$ cat src/rtl/spimemio_icache.sv
// Direct-mapped read-only line cache between the CPU flash window and spimemio.
// Optional hit/miss statistics counters are enabled by defining SPIMEMIO_ICACHE_STATS_EN.
module spimemio_icache #(
  parameter int LINES      = 16,
  parameter int LINE_WORDS = 4
) (
  input  logic        clk,
  input  logic        resetn,
  input  logic        mem_valid,
  output logic        mem_ready,
  input  logic [23:0] mem_addr,
  output logic [31:0] mem_rdata,
  input  logic        flush,
  output logic        flash_valid,
  input  logic        flash_ready,
  output logic [23:0] flash_addr,
  input  logic [31:0] flash_rdata
`ifdef SPIMEMIO_ICACHE_STATS_EN
  ,
  output logic [31:0] hit_count,
  output logic [31:0] miss_count
`endif
);

  localparam int OB = $clog2(LINE_WORDS);
  localparam int IB = $clog2(LINES);
  localparam int OW = (OB > 0) ? OB : 1;
  localparam int TW = 22 - IB - OB;
  localparam int AW = IB + OB;
  localparam logic [OW-1:0] LAST_WORD = OW'(LINE_WORDS - 1);

  typedef enum logic [1:0] {IDLE, FILL, RESP} state_t;

  state_t          state_reg, state_next;
  logic [LINES-1:0] valid_reg;
  logic [TW-1:0]   tag_mem [LINES];
  logic [31:0]     data_mem [LINES*LINE_WORDS];
  logic [OW-1:0]   fill_cnt;
  logic            fill_kill;

  logic [IB-1:0]   idx;
  logic [TW-1:0]   tag_in;
  logic [OW-1:0]   off;
  logic [AW-1:0]   rd_addr;
  logic [AW-1:0]   wr_addr;
  logic            hit, lookup_hit, lookup_miss, fill_hs, fill_last;
  logic            unused_addr_bits;

  assign idx    = mem_addr[IB+OB+1:OB+2];
  assign tag_in = mem_addr[23:IB+OB+2];
  assign unused_addr_bits = &{1'b0, mem_addr[1:0]};

  // A single-word line has no offset field; the word index is just the line index.
  generate
    if (OB > 0) begin : g_off
      assign off     = mem_addr[OB+1:2];
      assign rd_addr = {idx, off};
      assign wr_addr = {idx, fill_cnt};
    end else begin : g_nooff
      logic unused_fill_cnt;
      assign off     = '0;
      assign rd_addr = idx;
      assign wr_addr = idx;
      assign unused_fill_cnt = &{1'b0, fill_cnt, off};
    end
  endgenerate

  // A flush in the lookup cycle forces a miss so stale lines are never served.
  assign hit         = valid_reg[idx] && (tag_mem[idx] == tag_in) && !flush;
  assign lookup_hit  = (state_reg == IDLE) && mem_valid && hit;
  assign lookup_miss = (state_reg == IDLE) && mem_valid && !hit;
  assign fill_hs     = (state_reg == FILL) && flash_valid && flash_ready;
  assign fill_last   = fill_hs && (fill_cnt == LAST_WORD);

  always_ff @(posedge clk) begin
    if (!resetn) state_reg <= IDLE;
    else         state_reg <= state_next;
  end

  always_comb begin
    state_next = state_reg;
    case (state_reg)
      IDLE:    if (mem_valid) state_next = hit ? RESP : FILL;
      FILL:    if (fill_last) state_next = RESP;
      RESP:    state_next = IDLE;
      default: state_next = IDLE;
    endcase
  end

  always_ff @(posedge clk) begin
    if (!resetn) begin
      valid_reg   <= '0;
      mem_ready   <= 1'b0;
      mem_rdata   <= '0;
      flash_valid <= 1'b0;
      flash_addr  <= '0;
      fill_cnt    <= '0;
      fill_kill   <= 1'b0;
    end else begin
      mem_ready <= (state_next == RESP);
      if (lookup_hit) mem_rdata <= data_mem[rd_addr];
      if (lookup_miss) begin
        flash_addr  <= {mem_addr[23:OB+2], {(OB+2){1'b0}}};
        fill_cnt    <= '0;
        flash_valid <= 1'b1;
        fill_kill   <= 1'b0;
      end
      if (fill_hs) begin
        if (fill_cnt == off) mem_rdata <= flash_rdata;
        if (fill_last) begin
          flash_valid <= 1'b0;
        end else begin
          fill_cnt   <= fill_cnt + OW'(1);
          flash_addr <= flash_addr + 24'd4;
        end
      end
      // The line being filled still completes, but must not become valid after a flush.
      if ((state_reg == FILL) && flush) fill_kill <= 1'b1;
      if (flush)          valid_reg      <= '0;
      else if (fill_last) valid_reg[idx] <= !fill_kill;
    end
  end

  always_ff @(posedge clk) begin
    if (fill_hs)   data_mem[wr_addr] <= flash_rdata;
    if (fill_last) tag_mem[idx]      <= tag_in;
  end

`ifdef SPIMEMIO_ICACHE_STATS_EN
  always_ff @(posedge clk) begin
    if (!resetn) begin
      hit_count  <= '0;
      miss_count <= '0;
    end else begin
      if (lookup_hit && (hit_count != 32'hFFFF_FFFF))   hit_count  <= hit_count + 32'd1;
      if (lookup_miss && (miss_count != 32'hFFFF_FFFF)) miss_count <= miss_count + 32'd1;
    end
  end
`endif

endmodule

$ cat config.mk
export PLATFORM = sky130hd
export DESIGN_NAME = spimemio_icache
export DESIGN_NICKNAME = d
export VERILOG_FILES = /design/src/rtl/spimemio_icache.sv
export SDC_FILE = /design/constraint.sdc
export NUM_CORES = 2
export LEC_CHECK = 0
export ABC_AREA = 0
export CAP_MARGIN = 20
export CORE_UTILIZATION = 40
export CTS_BUF_LIST = sky130_fd_sc_hd__clkbuf_2
export DETAILED_ROUTE_END_ITERATION = 10
export PLACE_DENSITY = 0.61
export REMOVE_ABC_BUFFERS = 1
export SKIP_LAST_GASP = 1
export SYNTH_ARGS = -nofsm -noshare
export SYNTH_HDL_FRONTEND = slang
export SYNTH_SLANG_ARGS = --single-unit
$ cat constraint.sdc
create_clock -name clk -period 6.96 [get_ports clk]
set_input_delay 1.392 -clock clk [delete_from_list [all_inputs] [get_ports clk]]
set_output_delay 1.392 -clock clk [all_outputs]
set_load 0.01 [all_outputs]
== Yosys cells after proc, flatten, opt, wreduce, memory -nomap -nowiden ==
Memory sizes are Yosys's and may differ from the RTL's.
Index checks and enable logic that the tools add are counted.

* Bits in registers: 79
* Bits in writable memories: 2304
* Input port bits: 61
* Output and inout bits: 58
* Logic and storage cells: 63
* Memories: 2

* Add/subtract/negate cells: 2
* Magnitude comparators: 2
* Equality and inequality tests: 5
* Muxes and demuxes: 27
* Bitwise logic cells: 1
* Reductions and logical operators: 16

{| class="wikitable"
|+ Memories
! memory !! depth !! bits a word !! read ports !! clocked after memory_dff !! write ports !! line !! text
|-
| data_mem || 64 || 32 || 1 || 0 || 1 || 37 || <nowiki>logic [31:0] data_mem [LINES*LINE_WORDS];</nowiki>
|-
| tag_mem || 16 || 16 || 1 || 0 || 1 || 36 || <nowiki>logic [TW-1:0] tag_mem [LINES];</nowiki>
|}

{| class="wikitable"
|+ Operators by type and width
! kind !! number
|-
| $mux 32 || 3
|-
| $mux 24 || 3
|-
| $add 24x3->24 const B || 1
|-
| $bwmux 16 || 1
|-
| $eq 16x16->1 || 1
|-
| $mux 2 || 6
|-
| $mux 1 || 11
|-
| $logic_and 1x1->1 || 10
|-
| $lt 4x5->1 const B || 1
|-
| $bmux 1 s4 || 1
|-
| $demux 1 s4 || 1
|-
| $eq 2x2->1 const B || 2
|-
| $ge 4x1->1 const B || 1
|-
| $pmux 2 s2 || 1
|-
| $logic_not 1->1 || 3
|-
| $add 2x1->2 const B || 1
|-
| $eq 2x1->1 const B || 1
|-
| $eq 2x2->1 || 1
|-
| $logic_not 2->1 || 1
|-
| $reduce_bool 2->1 || 1
|-
| $reduce_or 2->1 || 1
|-
| $not 1->1 || 1
|}

== Logic depth before layout (Yosys ltp) ==
* Depth after elaboration: 9
* Gate-level depth with buffers: 17
* Depth with buffers taken out: 9

== Worst setup path before layout ==
No wires, ideal clock.

* Path kind: input-to-reg
* From: input mem_addr[4]
* To: memory data_mem[47][0] (enable)
* Library setup time: 0.421 ns
* Data arrival time: 5.397 ns
* Required time: 6.539 ns
* Slack: 1.142 ns
* Cell stages on the path: 13
* Path buffers: 9
* Cells stage by stage: buf_6 > buf_4 > buf_4 > buf_2 > buf_2 > buf_4 > clkinv_1 > buf_2 > buf_1 > clkbuf_1 > nor2_1 > nand3_1 > nor2_1

{| class="wikitable"
|+ RTL lines
! what !! line !! text
|-
| from (decl) || 11 || <nowiki>input logic [23:0] mem_addr,</nowiki>
|-
| to (decl) || 37 ||
|}

No word-level cell before the write port.

== Worst setup path after layout ==
* From: register state_reg[0]
* To: memory data_mem[2][20] (enable)

* Word-level cells in the longest chain between the ends: 5

{| class="wikitable"
|+ RTL lines
! what !! line !! text
|-
| from (decl) || 34 || <nowiki>state_t state_reg, state_next;</nowiki>
|-
| from (signal assigned) || 77 || <nowiki>else state_reg <= state_next;</nowiki>
|-
| $eq 2x1->1 || 72 || <nowiki>assign fill_hs = (state_reg == FILL) && flash_valid && flash_ready;</nowiki>
|-
| $logic_and 1x1->1 (2 in series) || 72 ||
|-
| $mux 1 || 125 || <nowiki>if (fill_hs) data_mem[wr_addr] <= flash_rdata;</nowiki>
|-
| $mux 1 (implied by the code) || 125 ||
|}

No other way between the ends.

==> metrics.txt <==
# TYPE chip_impl_metric gauge
chip_impl_info{name="outcome",value="completed"} 1
chip_impl_metric{name="global_route_wire_length_before_repair",unit="mm"} 359
chip_impl_metric{name="worst_clock_skew",unit="ns"} 0.215
chip_impl_metric{name="synthesis.instances",unit=""} 4150
chip_impl_metric{name="antenna_violating_nets_post_route",unit=""} 0
chip_impl_metric{name="core_area",unit="um2"} 228000
chip_impl_info{name="rr_endpoint",value="data_mem[2][20]"} 1
chip_impl_info{name="synth_top_cells_by_count",value="sky130_fd_sc_hd__edfxtp_1 (2304), sky130_fd_sc_hd__mux4_2 (667), sky130_fd_sc_hd__nor2_1 (166), sky130_fd_sc_hd__clkbuf_1 (163), sky130_fd_sc_hd__nand2_1 (103)"} 1
chip_impl_metric{name="postRouteWirelength",unit="mm"} 256
chip_impl_info{name="post-synth-top-count-cell",value="sky130_fd_sc_hd__edfxtp_1"} 1
chip_impl_info{name="critical_path.endpoint_type",value="flop"} 1
chip_impl_metric{name="antenna_found_initial",unit=""} 6
chip_impl_metric{name="ys_seq_area_frac",unit=""} 0.769
chip_impl_info{name="cts_tree",value="yes"} 1
chip_impl_metric{name="finalNonFillerCells",unit=""} 8309
chip_impl_metric{name="worst_path_clk_slew",unit="ns"} 0.11
chip_impl_metric{name="via_count_of_the_first_global_routing_pass",unit=""} 48900
chip_impl_metric{name="ys_warn_count",unit=""} 0
chip_impl_info{name="hp-class",value="in -> reg"} 1
chip_impl_metric{name="timing.final.setup_violations",unit=""} 0
chip_impl_metric{name="globalplace.congestion",unit=""} 0.816
chip_impl_info{name="largest_register",value="data_mem"} 1
chip_impl_metric{name="place_inst",unit=""} 7244
chip_impl_info{name="timing_worst_setup_path_type",value="reg -> reg"} 1
chip_impl_info{name="largest_registers",value="data_mem (2048), tag_mem (256), mem_rdata (32)"} 1
chip_impl_metric{name="whs_path_cells",unit=""} 3
chip_impl_info{name="worst_r2r_startpoint",value="state_reg[0]"} 1
chip_impl_metric{name="ys_seq_elements",unit=""} 2383
chip_impl_info{name="yosys_most_used_dff",value="sky130_fd_sc_hd__edfxtp_1"} 1
chip_impl_metric{name="timing.critical_path.slowest_cell_delay",unit="ns"} 1.11
chip_impl_metric{name="clock_latency",unit="ns"} 1.89
chip_impl_info{name="crit_chain",value="nor2b_1 -> nand3_1 -> nor2_1 -> nand2_1 -> nor2_4 -> buf_4"} 1
chip_impl_metric{name="vdd.ir_drop.worst",unit="mV"} 0.199
chip_impl_metric{name="cp_num_buf_inv",unit=""} 1
chip_impl_metric{name="fin_nets",unit=""} 4947
chip_impl_info{name="clock-root-buffer",value="sky130_fd_sc_hd__clkbuf_2"} 1
chip_impl_metric{name="buffer_ports.inserted",unit=""} 116
chip_impl_metric{name="worst_path_required_time",unit="ns"} 8.35
chip_impl_metric{name="async_reset_ff_frac",unit=""} 0
chip_impl_info{name="worstSetupStartpointType",value="flop"} 1
chip_impl_metric{name="worst-slew-pin-transition",unit="ns"} 1.25
chip_impl_metric{name="number_of_hold_slack_violations_in_the_final_timing_report",unit=""} 0
chip_impl_metric{name="cts.sink_count",unit=""} 2383
chip_impl_metric{name="ff2ff_setup_slack",unit="ns"} 2.32
chip_impl_metric{name="synth_area",unit="um2"} 92100
chip_impl_metric{name="route.vias.total",unit=""} 48400
chip_impl_metric{name="cts-resized-gates",unit=""} 0
chip_impl_metric{name="max_freq",unit="MHz"} 215
chip_impl_metric{name="whs",unit="ns"} 0.213
chip_impl_metric{name="finalWorstPathRequiredPeriod",unit="ns"} 4.64
chip_impl_metric{name="core.rowCount",unit=""} 175
chip_impl_info{name="crit_slowest_cell",value="sky130_fd_sc_hd__nor2_4"} 1
chip_impl_metric{name="synthesis.area_per_instance",unit="um2"} 22.2
chip_impl_metric{name="io-pin-count",unit=""} 119
chip_impl_info{name="crit_family",value="simple AND/OR/NAND/NOR gates"} 1
chip_impl_metric{name="utilization",unit=""} 0.457
chip_impl_metric{name="htreeDepth",unit=""} 6
chip_impl_metric{name="cp.arrival",unit="ns"} 6.03
chip_impl_metric{name="path_max_fanout",unit=""} 17
chip_impl_metric{name="fin_area",unit="um2"} 104000
chip_impl_metric{name="ctsHoldBuffers",unit=""} 11
chip_impl_metric{name="drive_gt1_frac",unit=""} 0.369
chip_impl_metric{name="avgRoutedWirePerCell",unit="um"} 30.8
chip_impl_metric{name="tot_pwr",unit="mW"} 26.5
chip_impl_metric{name="gr_util_all_layers",unit=""} 0.220
chip_impl_info{name="netlist.top_cell.by_area",value="sky130_fd_sc_hd__edfxtp_1"} 1
chip_impl_metric{name="placedInstanceArea",unit="um2"} 98400
chip_impl_metric{name="yosys.cell_types.count",unit=""} 70
chip_impl_metric{name="drc_viols",unit=""} 0
chip_impl_metric{name="filler_cell_count",unit=""} 19500
chip_impl_metric{name="drtIter0Drc",unit=""} 5919
chip_impl_metric{name="synth_edf_count",unit=""} 2304
chip_impl_metric{name="layout-area-overhead-vs-synth",unit="%"} 13.2
chip_impl_info{name="netlist_top_cells_area",value="sky130_fd_sc_hd__edfxtp_1 (75%), sky130_fd_sc_hd__mux4_2 (16%), sky130_fd_sc_hd__dfxtp_1 (1.7%)"} 1
chip_impl_metric{name="design.die.area",unit="um2"} 232000
chip_impl_metric{name="worst_r2r_path_depth",unit=""} 6
chip_impl_metric{name="dp.final_hpwl",unit="mm"} 145
chip_impl_metric{name="relSlewSlack",unit=""} 0.164
chip_impl_metric{name="report.final.slew_viol_count",unit=""} 0
chip_impl_metric{name="final_min_period_over_clock_period",unit=""} 0.667
chip_impl_metric{name="drv.max_cap_violation_count",unit=""} 0
chip_impl_metric{name="largest_register_ff_count",unit=""} 2048
chip_impl_metric{name="drt_first_pass_iters",unit=""} 6
chip_impl_metric{name="power_per_cell_area",unit="nW/um2"} 255
chip_impl_metric{name="die_width",unit="um"} 482
chip_impl_metric{name="leakagePower",unit="nW"} 33.4
chip_impl_metric{name="pin_count_of_the_biggest_net_entering_global_routing",unit=""} 80
chip_impl_metric{name="globalRoute.totalOverflow",unit=""} 0
chip_impl_info{name="hold_path_end",value="flash_addr[5]"} 1
chip_impl_info{name="hold_path.startpoint",value="mem_addr[5]"} 1
chip_impl_metric{name="floorplan.initialDensity",unit=""} 0.403
chip_impl_metric{name="detailed_route_vias_per_instance",unit=""} 5.82
chip_impl_metric{name="fp.dieH",unit="um"} 482
chip_impl_metric{name="cts_setup_buffers",unit=""} 0
chip_impl_metric{name="cts_buffer_depth",unit=""} 4
chip_impl_metric{name="synth_top_area_frac",unit=""} 0.752
chip_impl_metric{name="cts_buffers",unit=""} 610
chip_impl_info{name="rsz0062_at_grt",value="false"} 1
-- layer usage --
layer | routed length, um | GRT usage | part of all wire
met4 | 7150 | 0.0727 | 0.028
met1 | 102000 | 0.296 | 0.40
met2 | 126000 | 0.358 | 0.49
met3 | 21500 | 0.0467 | 0.084
met5 | 13 | 0 | 0.000051
-- worst register-to-register path: cells and delay by family (launching register included) --
| family | cells | cell delay (ns) |
|---|---|---|
| buffers and inverters | 1 | 0.58 |
| DFF | 1 | 0.37 |
| and+or+nand+nor | 5 | 3.16 |
-- power by group --
| part | internal, mW | switching, mW | leakage (nW) |
|---|---|---|---|
| clock | 3.82 | 5.59 | 4.10 |
| sequential | 15.7 | 0.0168 | 21.3 |
| combinational | 0.575 | 0.840 | 7.92 |
| total | 20.1 | 6.44 | 33.4 |
-- worst max-delay path by stage --
stage	slack, ns	end	depth (start not counted)	from
2_1_floorplan	-0.74	data_mem[47][0]	4	mem_addr[4]
3_3_place_gp	1.36	data_mem[56][29]	7	mem_addr[7]
3_5_place_dp	1.42	flash_addr[10]	10	mem_addr[4]
4_1_cts	2.36	mem_rdata[18]	1	mem_rdata[18]
5_1_grt	2.35	data_mem[2][20]	6	state_reg[0]
6_report	2.32	data_mem[2][20]	6	state_reg[0]
-- cell usage in the layout, fill, tap and decap left out, types with 12 or more instances in the layout --
cell type	synthesis	final
sky130_fd_sc_hd__edfxtp_1	2304	2304
sky130_fd_sc_hd__clkbuf_2	0	892
sky130_fd_sc_hd__mux4_2	667	667
sky130_fd_sc_hd__buf_4	6	169
sky130_fd_sc_hd__nand2_1	103	103
sky130_fd_sc_hd__nor2_1	166	95
sky130_fd_sc_hd__mux2i_1	92	92
sky130_fd_sc_hd__clkinv_1	3	90
sky130_fd_sc_hd__dfxtp_1	79	79
sky130_fd_sc_hd__clkdlybuf4s50_1	0	77
sky130_fd_sc_hd__nor2_4	0	64
sky130_fd_sc_hd__a21oi_1	58	57
sky130_fd_sc_hd__o21ai_0	49	49
sky130_fd_sc_hd__buf_12	0	49
sky130_fd_sc_hd__nand3_1	38	37
sky130_fd_sc_hd__nor3_1	38	34
sky130_fd_sc_hd__buf_2	33	33
sky130_fd_sc_hd__a22oi_1	29	29
sky130_fd_sc_hd__a211oi_1	29	29
sky130_fd_sc_hd__dlygate4sd3_1	0	24
sky130_fd_sc_hd__a221oi_1	18	18
sky130_fd_sc_hd__nand4_1	18	18
sky130_fd_sc_hd__xnor2_1	17	17
sky130_fd_sc_hd__a22o_1	16	16
sky130_fd_sc_hd__inv_2	0	16
sky130_fd_sc_hd__and3_1	16	15
sky130_fd_sc_hd__mux2_2	14	14
sky130_fd_sc_hd__nor2b_1	12	12
sky130_fd_sc_hd__o22ai_1	12	12
sky130_fd_sc_hd__a31oi_1	12	12
sky130_fd_sc_hd__bufinv_16	0	12
-- cell type report --
class	instances	area, um2	share of cell area
clock buffers	892	4460	0.0428
inverters	15	66.3	0.000636
repair buffers	356	3490	0.0334
multi-input cells	1518	20800	0.200
flip-flops and latches	2383	70800	0.679
clock inverters	125	811	0.00778
well taps	3009	3760	0.0361
diodes	11	27.5	0.000264
-- stage by stage --
step                      setup TNS, ns  setup slack, ns
after global placement                0             1.36
final                                 0             2.32
after floorplan                 -736.76           -0.742
after CTS                             0             2.36
after global routing                  0             2.35
after detailed placement              0             1.42
-- cells by family after synthesis --
logic type               count (synthesis)  share of synthesized area
adder cells (fa/ha/maj)                  2                   0.000272
AND/OR/NAND/NOR                        438                     0.0218
flip-flops                            2383                      0.769
buffers and inverters                  249                     0.0109
AO/OA/AOI/OAI                          283                     0.0213
multiplexers                           773                      0.175
XOR/XNOR                                22                    0.00209
No activity file was read; power rests on OpenSTA's default activity.
